## config.mk

```make
export PLATFORM = sky130hd
export DESIGN_NAME = awgn_urng_bank
export DESIGN_NICKNAME = d
export VERILOG_FILES = /design/src/rtl/awgn_urng_bank.sv
export SDC_FILE = /design/constraint.sdc
export NUM_CORES = 1
export LEC_CHECK = 0
export CAP_MARGIN = 15
export CORE_MARGIN = 1
export CORE_UTILIZATION = 30
export CTS_CLUSTER_DIAMETER = 150
export DETAILED_ROUTE_END_ITERATION = 12
export PLACE_DENSITY = 0.55
export SLEW_MARGIN = 30
export SYNTH_ARGS = -nofsm -noshare
export SYNTH_HDL_FRONTEND = slang
export SYNTH_SLANG_ARGS = --single-unit
```

## constraint.sdc

```tcl
create_clock -name clk -period 12.1 [get_ports clk]
set_input_delay 2.42 -clock clk [delete_from_list [all_inputs] [get_ports clk]]
set_output_delay 2.42 -clock clk [all_outputs]
set_load 0.01 [all_outputs]
```

## src/rtl/awgn_urng_bank.sv

```systemverilog
// awgn_urng_bank: multi-channel taus88 uniform source with runtime reseed,
// warm-up discard, ready/valid output and a wrapping transfer counter.
module awgn_urng_bank #(
  parameter int          NUM_CH     = 2,
  parameter int          OUT_W      = 16,
  parameter int          WARMUP     = 4,
  parameter int          CNT_W      = 32,
  parameter logic [31:0] DEF_SEED_A = 32'h00067580,
  parameter logic [31:0] DEF_SEED_B = 32'h00070385
) (
  input  logic                    clk,
  input  logic                    reset,
  input  logic [31:0]             seed_a,
  input  logic [31:0]             seed_b,
  input  logic                    seed_load,
  input  logic                    out_ready,
  output logic                    out_valid,
  output logic [NUM_CH*OUT_W-1:0] out_data,
  output logic [CNT_W-1:0]        sample_cnt
);
  typedef enum logic {WARM, RUN} state_t;
  localparam state_t     START = WARMUP == 0 ? RUN : WARM;
  localparam logic [7:0] WLAST = 8'(WARMUP == 0 ? 0 : WARMUP - 1);
  state_t           state_q, state_d;
  logic [7:0]       warm_q, warm_d;
  logic [CNT_W-1:0] cnt_q, cnt_d;
  logic             step;
  logic [31:0]      sa, sb;
  assign out_valid  = state_q == RUN;
  assign sample_cnt = cnt_q;
  // a load takes the cycle: no step and no transfer alongside it
  assign step = !seed_load && (state_q == WARM || out_ready);
  assign sa   = reset ? DEF_SEED_A : seed_a;
  assign sb   = reset ? DEF_SEED_B : seed_b;
  always_comb begin
    state_d = state_q;
    warm_d  = warm_q;
    cnt_d   = cnt_q;
    if (seed_load) begin
      state_d = START;
      warm_d  = '0;
      cnt_d   = '0;
    end else if (state_q == WARM) begin
      warm_d  = warm_q + 8'd1;
      state_d = warm_q == WLAST ? RUN : WARM;
    end else if (out_ready) begin
      cnt_d = cnt_q + CNT_W'(1);
    end
  end
  always_ff @(posedge clk) begin
    if (reset) begin
      state_q <= START;
      warm_q  <= '0;
      cnt_q   <= '0;
    end else begin
      state_q <= state_d;
      warm_q  <= warm_d;
      cnt_q   <= cnt_d;
    end
  end
  for (genvar c = 0; c < NUM_CH; c++) begin : g_ch
    localparam logic [31:0] K = 32'(64'h9E3779B9 * 64'(c + 1));
    logic [31:0] s0_q, s1_q, s2_q, s0_d, s1_d, s2_d;
    assign s0_d = ((s0_q & 32'hFFFFFFFE) << 12) ^ (((s0_q << 13) ^ s0_q) >> 19);
    assign s1_d = ((s1_q & 32'hFFFFFFF8) << 4)  ^ (((s1_q << 2)  ^ s1_q) >> 25);
    assign s2_d = ((s2_q & 32'hFFFFFFF0) << 17) ^ (((s2_q << 3)  ^ s2_q) >> 11);
    // OR masks keep every component above its taus88 minimum, so zero seeds are safe
    always_ff @(posedge clk) begin
      if (reset || seed_load) begin
        s0_q <= sa | 32'h2;
        s1_q <= sb | 32'h8;
        s2_q <= (sa ^ sb ^ K) | 32'h10;
      end else if (step) begin
        s0_q <= s0_d;
        s1_q <= s1_d;
        s2_q <= s2_d;
      end
    end
    assign out_data[c*OUT_W +: OUT_W] = OUT_W'((s0_q ^ s1_q ^ s2_q) >> (32 - OUT_W));
  end
endmodule

```

Word level (Yosys, flattened, before mapping) --
Index checks and enable logic that the tools add are counted.
Word-level totals: bits in registers 233, input port bits 68, word-level logic and storage cells 61
Operators by class: reduce and logical (&&, ||, !) cells 7, equal/unequal tests 1, bitwise operators 20, add/subtract/negate cells 2, muxes and demuxes 16
Operators with widths (count):
- $mux 32 | 14
- $xor 32x32->32 | 11
- $xor 32x13->32 | 2
- $xor 32x21->32 | 2
- $xor 32x7->32 | 2
- $add 32x1->32 const B | 1
- $not 20->20 | 1
- $not 19->19 | 1
- $add 8x1->8 const B | 1
- $eq 8x2->1 const B | 1
- $logic_or 1x1->1 | 2
- $mux 1 | 2
- $reduce_and 2->1 | 1
- $reduce_bool 2->1 | 1
- $reduce_or 2->1 | 1
- $logic_and 1x1->1 | 1
- $logic_not 1->1 | 1
- $not 1->1 | 1

Depth between registers and ports, before layout --
Gate-level depths: netlist of run 1.
word-level depth 5, depth in mapped cells 7

Worst setup path after synthesis of run 1 --
Ideal clock, no wire load.
kind input-to-reg, from input seed_load, to register g_ch[0].s0_q[10], enable pin, path slack 4960 ps, arrival 5738 ps, path buffers 1, library setup time 1402 ps, stages on the path 3, path through clkbuf_1 -> nor2_1 -> nand2_1
On the way: cells in the longest elaborated chain, start to end 3, elaborated cells on any way between the ends 4, those cells by class 4 x reduce/logical
Ends and longest elaborated chain:
- from (decl) | line 15 | input logic seed_load,
- $logic_not 1->1 | line 32 | assign step = !seed_load && (state_q == WARM || out_ready);
- $logic_and 1x1->1 | line 32
- $reduce_bool 2->1 (no source line) (*)
- to (signal assigned) | line 70 | s0_q <= sa | 32'h2;
- to (decl) | line 63 | logic [31:0] s0_q, s1_q, s2_q, s0_d, s1_d, s2_d;
Every way passes the cells marked *; elsewhere a longest branch is shown, timed or not. A chain may end at the register's enable or synchronous reset.

Worst setup path in the final report of run 1 --
from register g_ch[0].s1_q[29], to output out_data[13]
On the way: cells in the longest elaborated chain, start to end 2
Ends and longest elaborated chain:
- from (decl) | line 63
- from (signal assigned) | line 71 | s1_q <= sb | 32'h8;
- $xor 32x32->32 (2 in a row) | line 79 | assign out_data[c*OUT_W +: OUT_W] = OUT_W'((s0_q ^ s1_q ^ s2_q) >> (32 - OUT_W));
- to (decl) | line 18 | output logic [NUM_CH*OUT_W-1:0] out_data,
No other way between the ends.

==> summary.txt, run 1 <==
top post-synthesis cells by area -> edfxtp_1 (50%), xnor2_1 (12%), dfxtp_1 (9.2%), a22o_1 (5.8%), o21ai_0 (2.9%)
WL per Instance -> 21.52 um
ys flop type -> edfxtp_1
first-pass GRT wire length -> 44.25 mm
TritonCTS Sinks -> 217
Residual DRC -> 0
FF+latch count, synth -> 217
DP HPWL -> 21.42 mm
Worst Path Max Fanout -> 3
Nets -> 1023
clock power share -> 0.380
sequential share of the synthesized area -> 0.5911
CTS Hold Bufs -> 0
simple logic cell fraction of the synthesized area -> 0.08025
Slowest-stage cell, CP -> clkdlybuf4s50_1
delay of the slowest cell on the worst path -> 0.61 ns
die height -> 186.6 um
Avg Cell Area, Syn -> 12.16 um^2
cells after synthesis -> 841
largest family of logic cells by synthesized area -> compound AO/OA/AOI/OAI gates
Post-CTS Setup Inserts -> 0
DR vias -> 7279
Psw -> 0.4740 mW
Post-Syn Nets -> 911
post-route ant nets -> 0
area grow syn2layout -> 24.30%
register share of total power -> 0.481
endpoints failing setup -> 0
status -> complete, no violations
initial DRC count -> 663
Initial Util -> 0.3050
CP startpoint kind -> flop
die area -> 34830 um^2
# fillers -> 3276
Worst-Margin Slew -> 0.9315 ns
setup slack after layout -> 7.441 ns
Power Internal -> 1.425 mW
Buffers on Ports -> 126
synth warn -> 0
CP required -> 9.68 ns
pwr/cell area -> 149.4 nW/um^2
crit-path cells -> xnor2_1, xnor2_1, clkdlybuf4s50_1
setup TNS -> 0 ns
Reg area -> 6046 um^2
setup slack at placement -> 6.972 ns
Multi-input gate area -> 3985 um^2
CTS clk-pin slew, worst paths -> 0.06 ns
Worst slew margin -> 0.3790
RePlAce Congestion -> 0.8280
largest net degree at the start of global routing -> 78
Post-Route Skew -> 0.008521 ns
gr usage total -> 0.1701
CP Capture Type -> primary output
IO Pins -> 133
RSZ-0062 raised after global routing -> false
Leakage -> 4.329 nW
fmax -> 214.7 MHz
row cnt -> 67
Core ar. -> 33530 um^2
final design utilization -> 0.3791
arrival time worst endpoint -> 2.24 ns
Yosys top cell area share -> 0.4991
worst hold path class -> flop to flop
largest area contributor in the netlist -> edfxtp_1
compound-gate portion of the synthesized area -> 0.1548
# diodes -> 0
Num CTS Buffers -> 25
synthesized area -> 10230 um^2
worst skew pair latency -> 0.52 ns
synth cell count leaders -> edfxtp_1 (170), xnor2_1 (144), a22o_1 (68), o21ai_0 (59), nor2_1 (50)
clock period minus final worst setup slack -> 4.659 ns
PostCTS Resize Cnt -> 0
Die W -> 186.6 um
H-tree depth -> 1
Yosys cell types -> 41
switching share of power -> 0.2496
clock root buffer master -> clkbuf_16
mux cell area share after synthesis -> 0.001957
CP Class -> flop to primary output
CP most frequent cell -> xnor2_1
layout cells sized above 1 -> 0.05876
period utilization -> 0.3850
Slew Limit Fails -> 0
Fin. Hold Viols -> 0
cell with the most instances after synthesis -> edfxtp_1
TritonCTS clock tree -> yes
Comb power frac -> 0.139
Clock Path Buffers -> 3
Synth Area in XOR/XNOR -> 0.1473
Post-Synth Adder-Cell Area -> 0.002447
Async S/R FF share, synth -> 0
WL final -> 30.52 mm
Worst VDD drop -> 0.09781 mV
total grt overflow -> 0
vias in the first global route -> 6899
number of flops mapped to enable cells by yosys -> 170
max capacitance violation total -> 0
antenna violations before repair -> 1
via density per instance -> 5.133
First-pass DRT Iterations -> 6
-- final timing paths --
| check | start | slack [ns] | end | cells after the start |
|---|---|---|---|---|
| min reg2reg | sample_cnt[29] | 0.50 | sample_cnt[29] | 2 |
| min | sample_cnt[29] | 0.50 | sample_cnt[29] | 2 |
| max | g_ch[0].s1_q[29] | 7.44 | out_data[13] | 3 |
| max reg2reg | out_valid | 9.58 | sample_cnt[29] | 4 |
-- cell type report --
class / count / share of cell area
inverters: 7 / 0.002067
well taps: 448 / 0.04409
multi-input cells: 567 / 0.3135
clock buffers: 36 / 0.05551
clock inverters: 8 / 0.004921
flip-flops and latches: 217 / 0.4756
repair buffers: 135 / 0.1043
-- power by group through the flow --
| stage | clock, mW | sequential, mW | combinational, mW |
|---|---|---|---|
| after floorplan | 0 | 0.905 | 0.142 |
| after global placement | 0 | 0.928 | 0.264 |
| after detailed placement | 0 | 0.929 | 0.265 |
| after CTS | 0.734 | 0.913 | 0.267 |
| after global routing | 0.760 | 0.918 | 0.282 |
| final | 0.721 | 0.913 | 0.264 |
-- registers in the layout, summed over array words and instances (netlist names) --
register	cells
g_ch.s0_q	62
g_ch.s2_q	56
g_ch.s1_q	58
warm_q	8
out_valid	1
sample_cnt	32
-- metal layers --
metal,track usage,part of all wire
met1,0.2407,0.45
met3,0.02332,0.058
met2,0.2684,0.46
met4,0.05422,0.030
met5,0,0.00049
-- cell families (layout without fill, tap and decap cells) --
logic type      Yosys count  in the layout
compound gates          227            227
xor+xnor                172            172
fa+ha+maj                 2              2
buf+inv                  57            186
flops                   217            217
mux                       2              2
simple gates            164            164
-- worst max-delay path, delay by kind of cell, from the launching register on --
family,cells,cell delay (ns)
xor+xnor,2,0.60
buf+inv,1,0.61
flops,1,0.52
-- layout by cell type, fill, tap and decap left out, types with 9 or more instances in the layout --
master           instances
nand2_1                 44
a22o_1                  68
a21oi_1                 44
edfxtp_1               170
or4_1                   13
dfxtp_1                 47
clkdlybuf4s50_1        124
o21ai_0                 59
xnor2_1                144
a221o_1                 24
xor2_1                  28
o31ai_1                 12
nand3_1                 14
or3_1                   10
nor2_1                  47
clkbuf_16               26
a21o_1                   9
-- stage by stage --
stage	total power [mW]	cell area [um^2]	hold slack (ns)	std cells
floorplan	1.047	10230	0.4805	841
global placement	1.192	11930	0.4765	1374
detailed placement	1.194	11930	0.4906	1374
CTS	1.914	12700	0.5018	1418
global route	1.961	12710	0.5305	1418
finish	1.899	12710	0.4974	1418
(Power assumes the default switching activity.)
==> run 2, diff against run 1 <==
PLACE_DENSITY = 0.56   (was 0.55)
clock period = 4 ns   (was 12.1 ns; I/O delays follow)
==> summary.txt, run 2 (same netlist as run 1, synthesis figures left out) <==
gr usage total -> 0.1712
CP required -> 3.20 ns
arrival time worst endpoint -> 2.21 ns
die area -> 34830 um^2
H-tree depth -> 1
Reg area -> 6046 um^2
setup slack after layout -> 0.9927 ns
DR vias -> 7329
Worst slew margin -> 0.4000
row cnt -> 67
TritonCTS Sinks -> 217
endpoints failing setup -> 0
first-pass GRT wire length -> 44.78 mm
worst reg2reg startpoint -> out_valid
Fin. Hold Viols -> 0
CTS clk-pin slew, worst paths -> 0.06 ns
period utilization -> 0.7518
commonest non-fill, non-tap cells in the layout -> edfxtp_1 (170), xnor2_1 (144), clkdlybuf4s50_1 (124)
setup slack at placement -> 0.8827 ns
Post-CTS Setup Inserts -> 0
final design utilization -> 0.3839
Residual DRC -> 0
commonest non-fill, non-tap cell in the layout -> edfxtp_1
worst hold path class -> flop to flop
# fillers -> 3263
Largest register FFs -> 62
Leakage -> 4.390 nW
status -> complete, no violations
Design Power -> 5.877 mW
Most flops, register -> g_ch.s0_q
Top Layer Used -> met4
layout cells sized above 1 -> 0.06327
clock period minus final worst setup slack -> 3.007 ns
hold endpoint -> sample_cnt[22]
routed wl met2 -> 14.43 mm
pwr/cell area -> 456.5 nW/um^2
max capacitance violation total -> 0
Multi-input gate area -> 3989 um^2
die height -> 186.6 um
setup TNS -> 0 ns
via density per instance -> 5.132
crit-path cells -> xnor2_1, xnor2_1, clkdlybuf4s50_1
CP most frequent cell -> xnor2_1
post-route ant nets -> 0
initial DRC count -> 730
Slowest-stage cell, CP -> clkdlybuf4s50_1
Nets -> 1033
FF-to-FF path depth -> 4
IO Pins -> 133
Initial Util -> 0.3050
PostCTS Resize Cnt -> 0
Post-Route Skew -> 0.01518 ns
Worst VDD drop -> 0.3214 mV
Die W -> 186.6 um
CTS Hold Bufs -> 0
DP HPWL -> 22.20 mm
antenna violations before repair -> 0
CP startpoint kind -> flop
Worst Path Max Fanout -> 3
Core ar. -> 33530 um^2
largest net degree at the start of global routing -> 71
worst hold start -> sample_cnt[22]
clock root buffer master -> clkbuf_16
Buffers on Ports -> 126
met3 routed WL -> 2.105 mm
Largest regs -> g_ch.s0_q x62, g_ch.s1_q x58, g_ch.s2_q x56
Min-Delay Path Depth -> 2
Worst-Margin Slew -> 0.9000 ns
CP Capture Type -> primary output
fmax -> 332.5 MHz
RSZ-0062 raised after global routing -> false
# diodes -> 0
vias in the first global route -> 7080
Slew Limit Fails -> 0
First-pass DRT Iterations -> 6
Num CTS Buffers -> 25
met1 WL -> 13.58 mm
Reg2Reg Setup Slack -> 1.47 ns
terminus of the critical flop-to-flop path -> sample_cnt[29]
RePlAce Congestion -> 0.8321
WL per Instance -> 21.51 um
TritonCTS clock tree -> yes
area grow syn2layout -> 25.87%
worst skew pair latency -> 0.52 ns
CP Class -> flop to primary output
delay of the slowest cell on the worst path -> 0.60 ns
WL final -> 30.71 mm
Clock Path Buffers -> 3
total grt overflow -> 0
==> run 2: cell count changes in the layout (fill, tap and decap cells not counted), moves of 3 or more <==
cell / delta
clkinv_1: +6
clkinv_2: -3
buf_12: +4
buf_4: +8
bufinv_16: +3
clkbuf_1: -3
==> run 2: where the power goes <==
part / internal [mW] / total, mW / switching [mW]
clock: 1.39 / 2.30 / 0.907
combinational: 0.429 / 0.817 / 0.387
sequential: 2.61 / 2.76 / 0.156
total: 4.43 / 5.88 / 1.45
==> run 2: per-stage QoR <==
stage | instances | hold WS, ns | area [um^2]
3_5_place_dp | 1384 | 0.4885 | 12070
3_3_place_gp | 1384 | 0.4728 | 12070
6_report | 1428 | 0.4953 | 12870
4_1_cts | 1428 | 0.5015 | 12870
5_1_grt | 1428 | 0.5261 | 12870
2_1_floorplan | 841 | 0.4805 | 10230
==> run 2: layout make-up <==
type                            count  area share
Sequential cell                   217      0.4696
Multi-Input combinational cell    567      0.3098
Timing Repair Buffer              145      0.1122
Clock buffer                       29     0.04976
Tap cell                          448     0.04354
Clock inverter                     15     0.01302
Inverter                            7    0.002041
==> run 2: worst max path at each step <==
stage	start	endpoint	slack, ns	cells past startpoint
after floorplan	seed_load	g_ch[0].s0_q[10]	0.20	3
after global placement	out_ready	sample_cnt[19]	0.89	5
after detailed placement	out_ready	sample_cnt[27]	0.88	5
after CTS	g_ch[0].s1_q[29]	out_data[13]	0.98	3
after global routing	g_ch[0].s1_q[29]	out_data[13]	0.95	3
final	g_ch[0].s1_q[29]	out_data[13]	0.99	3
==> run 2: worst max-delay path: cells and delay by family, from the launching register on <==
family                    cells  cell delay, ns
xor gates and xnor gates      2            0.57
DFF                           1            0.51
buffers and inverters         1            0.60
==> run 2: metal layers <==
metal	up-vias	GRT usage
li1	3390	-
met1	3668	0.2365
met2	233	0.2809
met3	38	0.02652
met4	0	0.04067
met5	-	0
==> run 3, diff against run 2 <==
PLACE_DENSITY = 0.55   (was 0.56)
clock period = 3.05 ns   (was 4 ns; I/O delays follow)
==> summary.txt, run 3 (same netlist as run 1, synthesis figures left out) <==
# diodes -> 0
status -> complete, no violations
Worst Path Max Fanout -> 3
CP startpoint kind -> flop
post-route ant nets -> 0
total grt overflow -> 0
Initial Util -> 0.3050
Slew Limit Fails -> 0
Leakage -> 4.442 nW
Fin Hold WS -> 0.4861 ns
arrival time worst endpoint -> 2.21 ns
vias in the first global route -> 6851
endpoints failing setup -> 0
Most flops, register -> g_ch.s0_q
clock root buffer master -> clkbuf_16
period utilization -> 0.9259
CTS clk-pin slew, worst paths -> 0.06 ns
Post-Route Skew -> 0.01748 ns
Buffers on Ports -> 126
Finished Cell Area -> 12970 um^2
initial DRC count -> 781
# fillers -> 3241
die area -> 34830 um^2
Worst VDD drop -> 0.3195 mV
max capacitance violation total -> 0
Num CTS Buffers -> 26
largest net degree at the start of global routing -> 78
RePlAce Congestion -> 0.8680
CP Capture Type -> primary output
CTS Hold Bufs -> 0
post-route insts no fill -> 1436
CP required -> 2.44 ns
Largest regs -> g_ch.s0_q x62, g_ch.s1_q x58, g_ch.s2_q x56
setup slack after layout -> 0.2261 ns
Residual DRC -> 0
DR vias -> 7287
Largest register FFs -> 62
gr usage total -> 0.1712
TritonCTS clock tree -> yes
commonest non-fill, non-tap cell in the layout -> edfxtp_1
worst hold path class -> flop to flop
antenna violations before repair -> 0
First-pass DRT Iterations -> 5
IO Pins -> 133
H-tree depth -> 1
Core ar. -> 33530 um^2
DP HPWL -> 22.36 mm
final design utilization -> 0.3868
CP Class -> flop to primary output
WL final -> 30.79 mm
Die W -> 186.6 um
setup slack at placement -> 0.2204 ns
commonest non-fill, non-tap cells in the layout -> edfxtp_1 (170), xnor2_1 (144), clkdlybuf4s50_1 (124)
fmax -> 354.1 MHz
WL per Instance -> 21.44 um
row cnt -> 67
die height -> 186.6 um
TritonCTS Sinks -> 217
Design Power -> 7.638 mW
Worst slew margin -> 0.4613
Post-CTS Setup Inserts -> 0
pwr/cell area -> 588.9 nW/um^2
layout cells sized above 1 -> 0.07186
Clock Path Buffers -> 3
clock period minus final worst setup slack -> 2.824 ns
DP Cell Count -> 1389
PostCTS Resize Cnt -> 0
first-pass GRT wire length -> 44.51 mm
worst skew pair latency -> 0.53 ns
Worst-Margin Slew -> 0.8072 ns
via density per instance -> 5.075
area grow syn2layout -> 26.82%
RSZ-0062 raised after global routing -> false
setup TNS -> 0 ns
Nets -> 1039
Fin. Hold Viols -> 0
area of placed instances -> 12150 um^2
-- run 3: path summary, 6_finish.rpt --
kind	cells after the start	to	slack (ns)	start
setup / recovery	3	out_data[13]	0.23	g_ch[0].s1_q[29]
hold / removal	2	sample_cnt[31]	0.49	sample_cnt[31]
setup reg to reg	4	sample_cnt[19]	0.83	sample_cnt[4]
hold reg to reg	2	sample_cnt[31]	0.49	sample_cnt[31]
-- run 3: per-layer routing --
metal  track usage  wire [um]
met1        0.2383      13620
met2        0.2715      14380
met3       0.02821       1982
met4       0.05391        813
met5             0          0
-- run 3: worst max-delay path: stages (launching register included) --
cell and delay (ns):
edfxtp_1 0.52, xnor2_1 0.35, xnor2_1 0.23, clkdlybuf4s50_1 0.60
-- run 3: cell type report --
class | instances | area [um^2] | area share
sequential | 217 | 6046 | 0.4661
multi-input combinational | 567 | 3989 | 0.3075
timing repair buffer | 150 | 1531 | 0.1181
clock buffer | 41 | 788.3 | 0.06078
tap | 448 | 560.5 | 0.04322
clock inverter | 6 | 28.78 | 0.002219
inverter | 7 | 26.28 | 0.002026
-- run 3: power breakdown --
group | switching [mW] | internal (mW)
logic | 0.501 | 0.566
registers | 0.206 | 3.42
clock network | 1.19 | 1.76
total | 1.90 | 5.74
